<file path="config.mk">
export PLATFORM = sky130hd
export DESIGN_NAME = clu_slice_sequencer_flat
export DESIGN_NICKNAME = d
export VERILOG_FILES = /design/src/rtl/clu_slice_sequencer_pkg.sv /design/src/rtl/clu_slice_sequencer_if.sv /design/src/rtl/clu_slice_sequencer_pg_slice.sv /design/src/rtl/clu_slice_sequencer.sv /design/src/flat_wrapper.sv
export SDC_FILE = /design/constraint.sdc
export NUM_CORES = 1
export LEC_CHECK = 0
export CAP_MARGIN = 0
export CORE_MARGIN = 2
export CORE_UTILIZATION = 48
export CTS_BUF_LIST = sky130_fd_sc_hd__clkbuf_4 sky130_fd_sc_hd__clkbuf_8
export CTS_CLUSTER_DIAMETER = 80
export DETAILED_ROUTE_END_ITERATION = 7
export GPL_ROUTABILITY_DRIVEN = 0
export GPL_TIMING_DRIVEN = 0
export MAX_ROUTING_LAYER = met4
export PLACE_DENSITY = 0.73
export SLEW_MARGIN = 0
export SYNTH_ARGS = -nofsm -noshare
export SYNTH_HDL_FRONTEND = slang
export SYNTH_HIERARCHICAL = 1
export SYNTH_SLANG_ARGS = --single-unit
</file>
<file path="constraint.sdc">
create_clock -name phi -period 2.95 [get_ports phi]
set_input_delay 0.59 -clock phi [delete_from_list [all_inputs] [get_ports phi]]
set_output_delay 0.59 -clock phi [all_outputs]
set_load 0.005 [all_outputs]
</file>
<file path="src/rtl/clu_slice_sequencer_pkg.sv">
// Shared types and constants for the slice-serial carry-lookahead add/subtract engine.
package clu_slice_sequencer_pkg;

  // Bits handled per lookahead-unit pass.
  localparam int unsigned SliceW = 4;

  typedef enum logic [1:0] {
    StIdle,
    StRun,
    StDone
  } state_e;

  // Slice counter width; kept at least one bit so a single-slice build still has a counter.
  function automatic int unsigned cnt_width(input int unsigned nslice);
    return (nslice > 1) ? $clog2(nslice) : 1;
  endfunction

endpackage

</file>
<file path="src/rtl/clu_slice_sequencer_if.sv">
// Operand/result handshake plus the slice bus towards the 4-bit domino lookahead unit.
interface clu_slice_sequencer_if
  import clu_slice_sequencer_pkg::*;
#(
  parameter int unsigned Width = 16
);

  logic              start;
  logic              sub;
  logic [Width-1:0]  a;
  logic [Width-1:0]  b;
  logic              busy;
  logic              done;
  logic [Width-1:0]  sum;
  logic              cout;
  logic              ovf;
  logic [SliceW-1:0] clu_p;
  logic [SliceW-1:0] clu_g;
  logic              clu_c0;
  logic [SliceW-1:0] clu_c;  // C4..C1

  // Controller and carry unit side.
  modport master (
    output start, sub, a, b, clu_c,
    input  busy, done, sum, cout, ovf, clu_p, clu_g, clu_c0
  );

  // Sequencer side.
  modport slave (
    input  start, sub, a, b, clu_c,
    output busy, done, sum, cout, ovf, clu_p, clu_g, clu_c0
  );

endinterface

</file>
<file path="src/rtl/clu_slice_sequencer_pg_slice.sv">
// Propagate/generate for one 4-bit slice and the sum bits from the returned carries.
module pg_slice
  import clu_slice_sequencer_pkg::*;
(
  input  logic [SliceW-1:0] a,
  input  logic [SliceW-1:0] b,
  input  logic              c0,
  input  logic [SliceW-2:0] c_hi,  // C3..C1
  output logic [SliceW-1:0] p,
  output logic [SliceW-1:0] g,
  output logic [SliceW-1:0] s
);

  // Bitwise P/G and sum formation; carries come from the lookahead unit.
  always_comb begin
    p = a ^ b;
    g = a & b;
    s = p ^ {c_hi, c0};
  end

endmodule

</file>
<file path="src/rtl/clu_slice_sequencer.sv">
// Slice-serial add/subtract: feeds one 4-bit slice per PHI cycle through a shared domino
// carry-lookahead unit and chains C4 into the next slice. All state moves on falling PHI.
module clu_slice_sequencer
  import clu_slice_sequencer_pkg::*;
#(
  parameter int unsigned Width = 16  // multiple of 4, at least 4
) (
  input  logic                phi,
  input  logic                rst_,
  clu_slice_sequencer_if.slave bus
);

  localparam int unsigned NSlice = Width / SliceW;
  localparam int unsigned CntW   = cnt_width(NSlice);
  localparam logic [CntW-1:0] LastCnt = CntW'(NSlice - 1);

  state_e           state_q, state_d;
  logic [CntW-1:0]  cnt_q, cnt_d;
  logic             carry_q, carry_d;
  logic [Width-1:0] a_q, a_d;
  logic [Width-1:0] beff_q, beff_d;
  logic [Width-1:0] psum_q, psum_d;
  logic [Width-1:0] sum_q, sum_d;
  logic             cout_q, cout_d;
  logic             ovf_q, ovf_d;

  int unsigned       base;
  logic [SliceW-1:0] slice_a, slice_b;
  logic [SliceW-1:0] slice_p, slice_g, slice_s;

  // Select the operand slice currently in flight.
  always_comb begin
    base    = SliceW * 32'(cnt_q);
    slice_a = a_q[base +: SliceW];
    slice_b = beff_q[base +: SliceW];
  end

  pg_slice u_pg_slice (
    .a    (slice_a),
    .b    (slice_b),
    .c0   (carry_q),
    .c_hi (bus.clu_c[SliceW-2:0]),
    .p    (slice_p),
    .g    (slice_g),
    .s    (slice_s)
  );

  // Slice bus is driven only from registers, so it holds steady through precharge and evaluate.
  always_comb begin
    bus.clu_p  = (state_q == StRun) ? slice_p : '0;
    bus.clu_g  = (state_q == StRun) ? slice_g : '0;
    bus.clu_c0 = (state_q == StRun) ? carry_q : 1'b0;
    bus.busy   = (state_q == StRun);
    bus.done   = (state_q == StDone);
    bus.sum    = sum_q;
    bus.cout   = cout_q;
    bus.ovf    = ovf_q;
  end

  // Next-state: accept in IDLE/DONE, capture carries and advance in RUN.
  always_comb begin
    state_d = state_q;
    cnt_d   = cnt_q;
    carry_d = carry_q;
    a_d     = a_q;
    beff_d  = beff_q;
    psum_d  = psum_q;
    sum_d   = sum_q;
    cout_d  = cout_q;
    ovf_d   = ovf_q;
    unique case (state_q)
      StIdle, StDone: begin
        if (bus.start) begin
          a_d     = bus.a;
          beff_d  = bus.sub ? ~bus.b : bus.b;
          carry_d = bus.sub;  // subtraction is A + ~B + 1
          cnt_d   = '0;
          state_d = StRun;
        end else begin
          state_d = StIdle;
        end
      end
      StRun: begin
        psum_d[base +: SliceW] = slice_s;
        carry_d = bus.clu_c[SliceW-1];
        if (cnt_q != LastCnt) begin
          cnt_d = cnt_q + CntW'(1);
        end else begin
          sum_d   = psum_d;
          cout_d  = bus.clu_c[SliceW-1];
          ovf_d   = bus.clu_c[SliceW-2] ^ bus.clu_c[SliceW-1];
          state_d = StDone;
        end
      end
      default: state_d = StIdle;
    endcase
  end

  // State registers on falling PHI, after the carries have evaluated.
  always_ff @(negedge phi or negedge rst_) begin
    if (!rst_) begin
      state_q <= StIdle;
      cnt_q   <= '0;
      carry_q <= 1'b0;
      a_q     <= '0;
      beff_q  <= '0;
      psum_q  <= '0;
      sum_q   <= '0;
      cout_q  <= 1'b0;
      ovf_q   <= 1'b0;
    end else begin
      state_q <= state_d;
      cnt_q   <= cnt_d;
      carry_q <= carry_d;
      a_q     <= a_d;
      beff_q  <= beff_d;
      psum_q  <= psum_d;
      sum_q   <= sum_d;
      cout_q  <= cout_d;
      ovf_q   <= ovf_d;
    end
  end

endmodule

</file>
<file path="src/flat_wrapper.sv">
// flat-port wrapper written by rule: the top's interface ports become plain ports
module clu_slice_sequencer_flat import clu_slice_sequencer_pkg::*;
#(
  parameter int unsigned Width = 16                              
)
  (phi, rst_, bus_start, bus_sub, bus_a, bus_b, bus_clu_c, bus_busy, bus_done, bus_sum, bus_cout, bus_ovf, bus_clu_p, bus_clu_g, bus_clu_c0);
  clu_slice_sequencer_if #(.Width(Width)) bus_i ();
  input  logic phi;
  input  logic rst_;
  input wire logic [$bits(bus_i.start)-1:0] bus_start;
  input wire logic [$bits(bus_i.sub)-1:0] bus_sub;
  input wire logic [$bits(bus_i.a)-1:0] bus_a;
  input wire logic [$bits(bus_i.b)-1:0] bus_b;
  input wire logic [$bits(bus_i.clu_c)-1:0] bus_clu_c;
  output wire logic [$bits(bus_i.busy)-1:0] bus_busy;
  output wire logic [$bits(bus_i.done)-1:0] bus_done;
  output wire logic [$bits(bus_i.sum)-1:0] bus_sum;
  output wire logic [$bits(bus_i.cout)-1:0] bus_cout;
  output wire logic [$bits(bus_i.ovf)-1:0] bus_ovf;
  output wire logic [$bits(bus_i.clu_p)-1:0] bus_clu_p;
  output wire logic [$bits(bus_i.clu_g)-1:0] bus_clu_g;
  output wire logic [$bits(bus_i.clu_c0)-1:0] bus_clu_c0;
  assign bus_i.start = bus_start;
  assign bus_i.sub = bus_sub;
  assign bus_i.a = bus_a;
  assign bus_i.b = bus_b;
  assign bus_i.clu_c = bus_clu_c;
  assign bus_busy = bus_i.busy;
  assign bus_done = bus_i.done;
  assign bus_sum = bus_i.sum;
  assign bus_cout = bus_i.cout;
  assign bus_ovf = bus_i.ovf;
  assign bus_clu_p = bus_i.clu_p;
  assign bus_clu_g = bus_i.clu_g;
  assign bus_clu_c0 = bus_i.clu_c0;
  clu_slice_sequencer #(.Width(Width)) u_core (.phi(phi), .rst_(rst_), .bus(bus_i));
endmodule
</file>
==> run metrics <==
status=complete, but fails checks; failing checks=setup timing; DRC=0; clock root cell=clkbuf_8; H-tree levels=3; power per cell area=1250 nW/um2; Hold Buf Count CTS=0; critical-path maximum fanout=5; DR iter-0 viols=155; startpoint types=flip-flop; sequential fraction of the synthesis area=51.6%; first-pass GRT wire length=13.0 mm; vias in the first global route=2654; max-slew violations=0; Critical Path Max Stage Delay=0.58 ns; fin cells=474; Util after Layout=70.7%; Mapped Avg Cell Area=11.5 um2; DRT Wirelength=8.02 mm; RSZ-0062 raised after global routing=true; core box area=6460 um2; gr usage total=23.8%; Clock transition at path regs=0.05 ns; Distinct cells, synth=35; worst setup slack after layout=-1.24 ns; Post-synth EDFFs=0; GRT overflow=0; Fin Clk Skew=0.00624 ns; fraction of registers with async set/reset=100%; GR Util met1=28.7%; initial antenna violation count=0; Leak=2.12 nW; syn nets=331; Inst Count DP=426; largest net degree at the start of global routing=68; Max-Slew Margin vs Limit=44.7%; Critical Path Slowest Stage Cell=mux4_2; clock sinks=67; routed vias/inst=5.40; most used cell along the critical path=buf_6; Data arrival, critical path=3.60 ns; Post-Syn Area=3250 um2; Worst-Skew Late Latency=0.32 ns; Initial Utilization=50.3%; Die ar.=7450 um2; CP Class=flip-flop to output pin; fillers=498; area grow syn2layout=40.5%; M3 GR Usage=5.14%; antenna cells=0; vias=2560; Routed wire per std cell=16.9 um; TritonCTS clock tree=built; # rows=29; CP Data Required Time=2.36 ns; Post-Syn Instances=282; chip height=86.3 um; Max Cap Violations=0; fraction of layout cells with a size suffix above 1=36.0%; WHS=0.419 ns; port bufs=67; Die W=86.3 um; CP endpoint kind=output pin; layer carrying the most global-route usage=met2; fin nets=441; Global Route met2 Usage=40.0%; HP Class=flip-flop to flip-flop; worst slew pin tran=0.829 ns; Pre-antenna DRT Iters=4; Antenna Nets Post-Route=0; commonest register cell after synthesis=dfrtn_1; post-detail-place hpwl=5.22 mm; Cell Chain, Critical Path=buf_8, buf_6, mux4_2, ha_4, and2_4, buf_6; VDD IR max=830 uV; synth warn=6; final hold vios=0; CTS buffer count=9; I/O pins=69; Final setup viols=11; Max clock buf depth=2; Yosys reg bits=67
cells in the mapped netlist, types with 2 or more instances:
cell type,number,area (um2)
nor2_1,16,60.1
xor2_1,4,35.0
nand3_1,4,20.0
a21oi_1,6,30.0
o211ai_1,2,15.0
nor2b_1,2,12.5
nand2b_1,2,12.5
a32oi_1,2,17.5
buf_2,9,45.0
a221oi_1,6,52.6
a32o_1,8,80.1
xnor2_1,17,149
o21ai_1,3,15.0
dfrtn_1,67,1680
ha_1,9,113
nand3b_1,3,22.5
inv_1,6,22.5
nand2_1,41,154
buf_4,3,22.5
nor3b_1,2,15.0
buf_6,3,33.8
and2_1,10,62.6
a32o_2,2,22.5
clkbuf_1,4,15.0
o21ai_0,19,95.1
o2bb2ai_1,2,17.5
mux4_2,8,180
mux2_2,15,169
final timing paths:
check	from	end	slack, ns	depth (start not counted)
min in group asynchronous	rst_	u_core/bus.sum[13]	1.72	1
max	u_core/cnt_q[0]	bus_clu_p[3]	-1.24	6
min	u_core/bus.sum[12]	u_core/bus.sum[12]	0.42	2
max in group asynchronous	rst_	u_core/state_q[1]	0.65	1
min reg2reg	u_core/bus.sum[12]	u_core/bus.sum[12]	0.42	2
max reg2reg	u_core/cnt_q[0]	u_core/bus.sum[8]	0.33	8
placed cells by master, fill, tap and decap left out, drive strengths merged:
cell	instances
a21oi	6
a221oi	6
a32o	10
a32oi	2
and2	10
and4b	1
and4bb	2
buf	76
bufbuf	1
clkbuf	18
clkdlybuf4s50	33
clkinv	2
dfrtn	67
dlygate4sd2	2
dlymetal6s2s	2
ha	9
inv	6
mux2	16
mux2i	1
mux4	8
nand2	41
nand2b	2
nand3	4
nand3b	3
nor2	16
nor2b	3
nor3b	2
o211ai	2
o21ai	22
o2bb2ai	2
or4	1
xnor2	17
xor2	4
per-stage QoR:
stage / worst slack (ns) / power [W] / area, um2 / setup TNS [ns]
floorplan: -0.689 / 0.00320 / 3320 / -5.13
global placement: -2.27 / 0.00418 / 4090 / -187.94
detailed placement: -1.47 / 0.00425 / 4090 / -35.84
CTS: -1.24 / 0.00550 / 4540 / -10.29
global route: -1.27 / 0.00604 / 4570 / -10.67
finish: -1.24 / 0.00571 / 4570 / -10.16
flip-flops by register name, summed over array words and instances, names as in the netlist:
| register | flops |
|---|---|
| u_core/bus.ovf | 1 |
| u_core/carry_q | 1 |
| u_core/bus.cout | 1 |
| u_core/a_q | 16 |
| u_core/cnt_q | 2 |
| u_core/state_q | 2 |
| u_core/beff_q | 16 |
| u_core/psum_q | 12 |
| u_core/bus.sum | 16 |
logic make-up (layout without fill, tap and decap cells):
family	count (synthesis)	after routing	share of synthesized area (%)
and+or+nand+nor	85	85	13.0
adders and majority gates	9	9	3.46
DFF	67	67	51.6
AOI/OAI and AO/OA	50	50	10.6
buffers and inverters	25	140	4.27
xor gates and xnor gates	21	21	5.66
muxes	25	25	11.4
timing repair:
item,CTS,global route
resized for setup,149,8
pin swaps,4,5
setup endpoints to repair,77,18
setup buffers,26,5
cloned,3,0
report_power, final:
part           total [W]  switching, W  internal (W)
registers        0.00160      0.000225       0.00138
clock network   0.000711      0.000334      0.000378
logic            0.00339       0.00162       0.00177
layer usage:
layer,vias to the layer above,wire (um),part of all wire [%]
li1,1210,-,-
met1,1249,3470,43
met2,90,4130,52
met3,11,313,3.9
met4,0,102,1.3
met5,-,0,0
critical path: cells and delay by family (launching register included):
| kind | cells | cell delay [ns] |
|---|---|---|
| muxes | 1 | 0.58 |
| adders and majority gates | 1 | 0.31 |
| DFF | 1 | 0.47 |
| buffers and inverters | 3 | 0.31 |
| and+or+nand+nor | 1 | 0.13 |
final cells by class:
type	instances	area, um2	share of cell area, %
buffer	18	143	3.12
multi-input combinational	190	1600	34.9
clock buffer	14	174	3.81
inverter	6	22.5	0.493
tap	77	96.3	2.11
sequential	67	1680	36.7
timing repair buffer	100	851	18.6
clock inverter	2	10.0	0.219
Note: power is estimated with default switching activity, not from simulation.
